`src/rtl/mult16_seq_ctrl_pkg.sv`:
```
// Shared definitions for the sequenced 16x16 multiplier: FSM states,
// per-step shift constants, the step-to-half select table, and the
// mask / priority helpers used to walk the partial products.
package mult16_seq_ctrl_pkg;

  typedef enum logic [1:0] {
    ST_IDLE = 2'd0,
    ST_MUL  = 2'd1,
    ST_DONE = 2'd2
  } state_e;

  // Left shift applied to each partial product before accumulation.
  localparam logic [4:0] SH_K0 = 5'd0;
  localparam logic [4:0] SH_K1 = 5'd8;
  localparam logic [4:0] SH_K2 = 5'd8;
  localparam logic [4:0] SH_K3 = 5'd16;

  // One row of the step table: which operand halves feed the 8x8 core and
  // how far its result is shifted.
  typedef struct packed {
    logic       a_high;
    logic       x_high;
    logic [4:0] shift;
  } step_t;

  // Result of a priority search over the step mask.
  typedef struct packed {
    logic       found;
    logic [1:0] k;
  } pick_t;

  // Step table: k0 (AL,XL,0), k1 (AH,XL,8), k2 (AL,XH,8), k3 (AH,XH,16).
  function automatic step_t step_info(input logic [1:0] k);
    step_t s;
    case (k)
      2'd0:    s = '{a_high: 1'b0, x_high: 1'b0, shift: SH_K0};
      2'd1:    s = '{a_high: 1'b1, x_high: 1'b0, shift: SH_K1};
      2'd2:    s = '{a_high: 1'b0, x_high: 1'b1, shift: SH_K2};
      default: s = '{a_high: 1'b1, x_high: 1'b1, shift: SH_K3};
    endcase
    return s;
  endfunction

  // Selects the upper or lower byte of a 16-bit operand.
  function automatic logic [7:0] half_sel(input logic [15:0] v, input logic high);
    return high ? v[15:8] : v[7:0];
  endfunction

  // A step is needed unless zero-skipping is on and one of its input halves
  // is zero; a skipped step would only have added zero anyway.
  function automatic logic [3:0] build_mask(input logic [15:0] a,
                                            input logic [15:0] x,
                                            input logic        skip_zero);
    logic [3:0] m;
    step_t      s;
    m = 4'b1111;
    if (skip_zero) begin
      for (int i = 0; i < 4; i++) begin
        s = step_info(2'(i));
        if ((half_sel(a, s.a_high) == 8'h00) || (half_sel(x, s.x_high) == 8'h00)) begin
          m[i] = 1'b0;
        end
      end
    end
    return m;
  endfunction

  // Lowest set mask bit at or above 'from' (from may be 4, meaning none left).
  function automatic pick_t pick_step(input logic [3:0] mask, input logic [2:0] from);
    pick_t p;
    p.found = 1'b0;
    p.k     = 2'd0;
    for (int i = 3; i >= 0; i--) begin
      if (mask[i] && (3'(i) >= from)) begin
        p.found = 1'b1;
        p.k     = 2'(i);
      end
    end
    return p;
  endfunction

endpackage

```
`src/rtl/mult16_seq_ctrl_mul8.sv`:
```
// Shared 8x8 multiplier core, purely combinational. This is the single
// instance that the sequencer time-multiplexes across all four steps.
module multiplier_8x8 (
  input  logic [7:0]  a,
  input  logic [7:0]  b,
  output logic [15:0] p
);

  // Unsigned 8x8 product, widened before multiplying so no bits are lost.
  always_comb begin
    p = 16'(a) * 16'(b);
  end

endmodule

```
`src/rtl/mult16_seq_ctrl.sv`:
```
// Time-multiplexed 16x16 multiplier. One 8x8 core is stepped through the
// four partial products, which are shifted and summed into a 32-bit
// accumulator. Operands and result use valid/ready handshakes; with
// SKIP_ZERO set, steps whose operand half is zero are not executed.
module mult16_seq_ctrl
  import mult16_seq_ctrl_pkg::*;
#(
  parameter bit SKIP_ZERO = 1'b0
) (
  input  logic        clk,
  input  logic        rst_n,
  input  logic        in_valid,
  output logic        in_ready,
  input  logic [15:0] A,
  input  logic [15:0] X,
  output logic        out_valid,
  input  logic        out_ready,
  output logic [31:0] product,
  output logic        busy
);

  state_e      state_q, state_d;
  logic [1:0]  k_q, k_d;
  logic [3:0]  mask_q, mask_d;
  logic [15:0] a_q, a_d;
  logic [15:0] x_q, x_d;
  logic [31:0] acc_q, acc_d;
  logic        out_valid_q, out_valid_d;
  logic        in_ready_q, in_ready_d;
  logic        busy_q, busy_d;

  step_t       cur_step;
  logic [7:0]  mul_a;
  logic [7:0]  mul_x;
  logic [15:0] pp;
  logic [3:0]  new_mask;
  pick_t       first_pick;
  pick_t       next_pick;

  // Route the latched operand halves for the current step into the shared core.
  always_comb begin
    cur_step = step_info(k_q);
    mul_a    = half_sel(a_q, cur_step.a_high);
    mul_x    = half_sel(x_q, cur_step.x_high);
  end

  multiplier_8x8 u_mul8 (
    .a (mul_a),
    .b (mul_x),
    .p (pp)
  );

  // Step scheduling: the mask for a freshly offered operand pair, the first
  // step to run, and the step that follows the current one.
  always_comb begin
    new_mask   = build_mask(A, X, SKIP_ZERO);
    first_pick = pick_step(new_mask, 3'd0);
    next_pick  = pick_step(mask_q, {1'b0, k_q} + 3'd1);
  end

  // Next-state logic for the FSM, operand latches and accumulator; the
  // handshake outputs are derived from the next state so they are registered.
  always_comb begin
    state_d = state_q;
    k_d     = k_q;
    mask_d  = mask_q;
    a_d     = a_q;
    x_d     = x_q;
    acc_d   = acc_q;

    case (state_q)
      ST_IDLE: begin
        if (in_valid) begin
          a_d    = A;
          x_d    = X;
          acc_d  = 32'd0;
          mask_d = new_mask;
          if (first_pick.found) begin
            state_d = ST_MUL;
            k_d     = first_pick.k;
          end else begin
            state_d = ST_DONE;
          end
        end
      end
      ST_MUL: begin
        acc_d = acc_q + ({16'b0, pp} << cur_step.shift);
        if (next_pick.found) begin
          k_d = next_pick.k;
        end else begin
          state_d = ST_DONE;
        end
      end
      ST_DONE: begin
        if (out_ready) begin
          state_d = ST_IDLE;
        end
      end
      default: begin
        state_d = ST_IDLE;
      end
    endcase

    out_valid_d = (state_d == ST_DONE);
    in_ready_d  = (state_d == ST_IDLE);
    busy_d      = (state_d != ST_IDLE);
  end

  // State register; reset aborts any operation in flight and discards it.
  always_ff @(posedge clk or negedge rst_n) begin
    if (!rst_n) begin
      state_q     <= ST_IDLE;
      k_q         <= 2'd0;
      mask_q      <= 4'd0;
      a_q         <= 16'd0;
      x_q         <= 16'd0;
      acc_q       <= 32'd0;
      out_valid_q <= 1'b0;
      in_ready_q  <= 1'b1;
      busy_q      <= 1'b0;
    end else begin
      state_q     <= state_d;
      k_q         <= k_d;
      mask_q      <= mask_d;
      a_q         <= a_d;
      x_q         <= x_d;
      acc_q       <= acc_d;
      out_valid_q <= out_valid_d;
      in_ready_q  <= in_ready_d;
      busy_q      <= busy_d;
    end
  end

  assign out_valid = out_valid_q;
  assign in_ready  = in_ready_q;
  assign busy      = busy_q;
  assign product   = acc_q;

endmodule

```
`config.mk`:
```
export PLATFORM = sky130hd
export DESIGN_NAME = mult16_seq_ctrl
export DESIGN_NICKNAME = d
export VERILOG_FILES = /design/src/rtl/mult16_seq_ctrl_pkg.sv /design/src/rtl/mult16_seq_ctrl_mul8.sv /design/src/rtl/mult16_seq_ctrl.sv
export SDC_FILE = /design/constraint.sdc
export NUM_CORES = 1
export LEC_CHECK = 0
export BUFFER_PORTS_ARGS = -buffer_cell sky130_fd_sc_hd__buf_4
export CORE_MARGIN = 4
export CORE_UTILIZATION = 65
export CTS_CLUSTER_DIAMETER = 200
export DETAILED_ROUTE_END_ITERATION = 10
export PLACE_DENSITY = 0.95
export SLEW_MARGIN = 40
export SYNTH_ARGS = -nofsm -noshare
export SYNTH_HDL_FRONTEND = slang
export SYNTH_SLANG_ARGS = --single-unit
```
`constraint.sdc`:
```
create_clock -name clk -period 19.45 [get_ports clk]
set_clock_uncertainty 0.1 [all_clocks]
set_input_delay 1.945 -clock clk [delete_from_list [all_inputs] [get_ports clk]]
set_output_delay 1.945 -clock clk [all_outputs]
set_load 0.005 [all_outputs]
```
==> run summary <==
The run finished with clean final reports. The logs give 1800 sq um for the register cell area after layout and 7740 sq um for the post-route standard cell area excluding fillers. The synthesized netlist devotes 17.4% of its cell area to compound gates.

For the number of primary I/O pins, the log shows 71. The fraction of synthesized cell area taken by the top area cell type was 25.9%. Global routing finished with a remaining overflow of 0. Dividing the detail-routed via count by the number of cells gives 6.26. The synthesized flop and latch total was 72. After Yosys synthesis, XOR and XNOR cells account for 3.44% of the synthesized area. The tree is rooted in a sky130_fd_sc_hd__clkbuf_8. The DRC violation total after the first TritonRoute iteration is 441, and the wire length of the first global-routing pass is 28500 microns. At the later pin of the worst-skew pair, clock insertion delay measures 360 ps. Setup violations remaining at the end of the flow were counted as 0. Summing all multi-input logic gate instances after layout gives 4760 sq um. Summing all placed instances gives a cell area of 7540 sq um. After the last flow step, the layout net total stands at 957. Entering global routing, the biggest net connects 73 pins.

Detailed placement ended at an HPWL of 13400 microns. The final critical path time including I/O delays and setup is 8870 ps. STA puts the critical path data required time at 19650 ps. The total length of routed wires was 17000 microns; the count of nets left with antenna violations after detail routing was 0. For the row count, the log shows 37. The class of the most critical hold timing path is flip-flop to flip-flop.

The Yosys step of the flow raised 0 warnings. After detailed routing, the average wire length per cell comes to 17.8 microns. By startpoint and endpoint, the worst setup path is classified as flip-flop to flip-flop.

The H-tree was split into 3 levels. The count of placed standard cells in the final layout, fillers left out was 952; the share of the cycle needed by the critical path after routing was 45.6%. The run gives 43.1% as the max-slew headroom at the worst pin.

The logs give 5 for the number of iterations in the first detailed-routing pass and 12300 sq um for the area of the die. Global routing used 28.0% of the available tracks. The number of library cell types mapped by synthesis was 64.

The die width is 111 microns. Counting tap cells, the placed design contains a total of 936 instances. By area, the combinational part of the netlist is dominated by adder cells.

Setup repair after global routing left no endpoint under its margin. The run gives 0 as the number of resized instances in the post-cts repair step. Ranked by total cell area, the synthesized netlist is headed by sky130_fd_sc_hd__dfrtp_1 26%, sky130_fd_sc_hd__ha_1 13%, sky130_fd_sc_hd__fa_1 11%, sky130_fd_sc_hd__mux2_2 5.4%, sky130_fd_sc_hd__nor2_1 4.7%. The sequential area share after synthesis is 26.3%, and the number of global-route vias before repair is 5828. The port buffer count was 70.

STA classifies the critical path startpoint as a flip-flop. Final hold analysis gives a worst-case slack of 401 ps. Compared with the post-synthesis result, the final layout area differs by 12.7%.

The tool flagged a number of max-cap violations equal to 0. The share of cells above drive strength 1 works out to 19.0%. The critical path endpoint category is a flip-flop. Of the post-synthesis cell area, the part taken by muxes is 8.47%. The number of hold-slack violations in the final timing report was 0. The number of pins exceeding their max-slew limit in the final report was 0; the synthesized instance count was 744. After synthesis, the share of flip-flops with an asynchronous set or reset is 100%. The number of antenna diodes was 0. The tools report the hold-fix buffer count after cts as 0.

In the routed design, unresolved DRC markers number 0. The final RePlAce weighted congestion is 0.948, and the y dimension of the die is 111 microns. Summing every instance area after synthesis gives 6870 sq um. The synthesized design contains 0 enable-type register cells.

A synthesized cell averages 9.23 sq um. The core area was 10300 sq um. TritonCTS built the clock tree. The top fanout value on the critical path came out at 21. The total vias in the final route was 5956. Initial antenna violation count: 0.

The adder-cell share of the synthesized area came out at 24.1%. Fill cells in the final layout number 718. No sink is reached through more buffers than the 2 on the longest clock path.

The TritonCTS buffer count came out at 9. Data arrives at the worst endpoint at 9070 ps. The most used flip-flop cell after synthesis is sky130_fd_sc_hd__dfrtp_1. The logs give 890 for the post-synth net total and 0 ps for the sum of negative setup slack. The synthesized netlist devotes 15.6% of its cell area to simple gates. The clock transition at the registers of the reported paths is 90 ps.

Of all cell types, the one taking the most synthesized area is sky130_fd_sc_hd__dfrtp_1. Buffers added to address setup during post-CTS repair amount to 0. Timing would allow up to 113 MHz. The run gives 66.5% as the initial cell density of the core. For the pin with the worst max-slew slack, the measured transition is 830 ps.

CTS saw 72 sinks.
==> flip-flops by register name, indices dropped and copies added (netlist names), 2 cells and up <==
name     flops
x_q         16
product     32
state_q      2
a_q         16
k_q          2
==> cell usage after synthesis, types with 6 or more instances <==
| cell | n |
|---|---|
| sky130_fd_sc_hd__nand3_1 | 6 |
| sky130_fd_sc_hd__or2_2 | 15 |
| sky130_fd_sc_hd__a22o_1 | 8 |
| sky130_fd_sc_hd__a211oi_1 | 8 |
| sky130_fd_sc_hd__o21a_1 | 9 |
| sky130_fd_sc_hd__fa_1 | 37 |
| sky130_fd_sc_hd__mux2i_1 | 21 |
| sky130_fd_sc_hd__o21ai_0 | 42 |
| sky130_fd_sc_hd__and2_1 | 12 |
| sky130_fd_sc_hd__xnor2_1 | 18 |
| sky130_fd_sc_hd__inv_1 | 67 |
| sky130_fd_sc_hd__mux2_2 | 33 |
| sky130_fd_sc_hd__o31ai_1 | 8 |
| sky130_fd_sc_hd__a21oi_1 | 30 |
| sky130_fd_sc_hd__nor3b_1 | 9 |
| sky130_fd_sc_hd__a21o_1 | 11 |
| sky130_fd_sc_hd__ha_1 | 73 |
| sky130_fd_sc_hd__dfrtp_1 | 71 |
| sky130_fd_sc_hd__nand2_1 | 46 |
| sky130_fd_sc_hd__nor2_1 | 86 |
| sky130_fd_sc_hd__clkbuf_1 | 17 |
| sky130_fd_sc_hd__xor2_1 | 9 |
| sky130_fd_sc_hd__o21bai_1 | 8 |
| sky130_fd_sc_hd__nor3_1 | 17 |
| sky130_fd_sc_hd__or3_1 | 6 |
==> layer usage <==
layer	GRT usage, %	vias up	share of wire (%)
li1	-	2763	-
met1	38.0	2899	42
met2	46.2	252	49
met3	4.42	42	6.7
met4	8.78	0	2.4
met5	0	-	0
==> cells by family (layout without fill, tap and decap cells) <==
kind of cell,Yosys count,in the layout
muxes,54,54
xor gates and xnor gates,27,27
DFF,72,72
AOI/OAI and AO/OA,172,172
buffers and inverters,85,157
and+or+nand+nor,224,224
adders and majority gates,110,110
==> worst max-delay path: stages (launching register included) <==
cell and delay [ps]:
sky130_fd_sc_hd__dfrtp_1 430, sky130_fd_sc_hd__ha_1 510, sky130_fd_sc_hd__nor2_2 620, sky130_fd_sc_hd__mux2i_1 630, sky130_fd_sc_hd__or2_2 230, sky130_fd_sc_hd__fa_1 440, sky130_fd_sc_hd__fa_1 540, sky130_fd_sc_hd__inv_1 50
sky130_fd_sc_hd__fa_1 530, sky130_fd_sc_hd__inv_1 60, sky130_fd_sc_hd__fa_1 520, sky130_fd_sc_hd__inv_1 40, sky130_fd_sc_hd__ha_1 340, sky130_fd_sc_hd__o31a_1 310, sky130_fd_sc_hd__a2111oi_0 580, sky130_fd_sc_hd__o31ai_1 180
sky130_fd_sc_hd__xnor2_1 230, sky130_fd_sc_hd__mux2_2 210, sky130_fd_sc_hd__nor2_1 60, sky130_fd_sc_hd__ha_1 440, sky130_fd_sc_hd__nand2_1 100, sky130_fd_sc_hd__o31a_1 340, sky130_fd_sc_hd__o31a_1 320, sky130_fd_sc_hd__o41ai_4 90
sky130_fd_sc_hd__o21ai_2 180, sky130_fd_sc_hd__o21ba_1 200, sky130_fd_sc_hd__or4_1 400, sky130_fd_sc_hd__nand3_1 110
==> path summary, 6_finish.rpt <==
check,from,endpoint,slack [ps],cells past startpoint
max reg2reg,k_q[0],product[29],10580,27
min reg2reg,mask_q[0],mask_q[0],400,1
max in group asynchronous,rst_n,a_q[6],17290,1
min,mask_q[0],mask_q[0],400,1
min in group asynchronous,rst_n,x_q[5],1500,1
max,k_q[0],product[29],10580,27
==> layout make-up <==
type                            instances  share of cell area (%)
Multi-Input combinational cell        587                    61.5
Clock buffer                           11                    1.96
Inverter                               67                    3.25
Timing Repair Buffer                   74                    7.23
Sequential cell                        72                    23.3
Clock inverter                          5                   0.518
Tap cell                              136                    2.20
==> metrics by stage <==
stage          utilization [%]  worst slack (ps)
2_1_floorplan                -             11390
3_3_place_gp              73.0             10730
3_5_place_dp              73.0             10410
4_1_cts                   74.9             10380
5_1_grt                   74.9             10050
6_report                  74.9             10580
==> cell usage in the layout, fill, tap and decap left out, drive strengths merged, types with 4 or more instances in the layout <==
cell type	Yosys	layout
a211oi	8	8
a21o	11	11
a21oi	32	32
a221oi	6	6
a22o	8	8
and2	12	12
buf	1	74
clkbuf	17	11
dfrtp	71	71
fa	37	37
ha	73	73
inv	67	68
mux2	33	33
mux2i	21	21
nand2	46	46
nand2b	5	5
nand3	6	6
nand4	4	4
nor2	86	86
nor3	17	17
nor3b	9	9
nor4	4	4
o211a	4	4
o21a	9	9
o21ai	47	47
o21bai	8	8
o31a	4	4
o31ai	8	8
or2	15	15
or3	6	6
xnor2	18	18
xor2	9	9
Power is not shown: default switching activity piles up to over one toggle a cycle in this logic, so the estimate is an artifact.
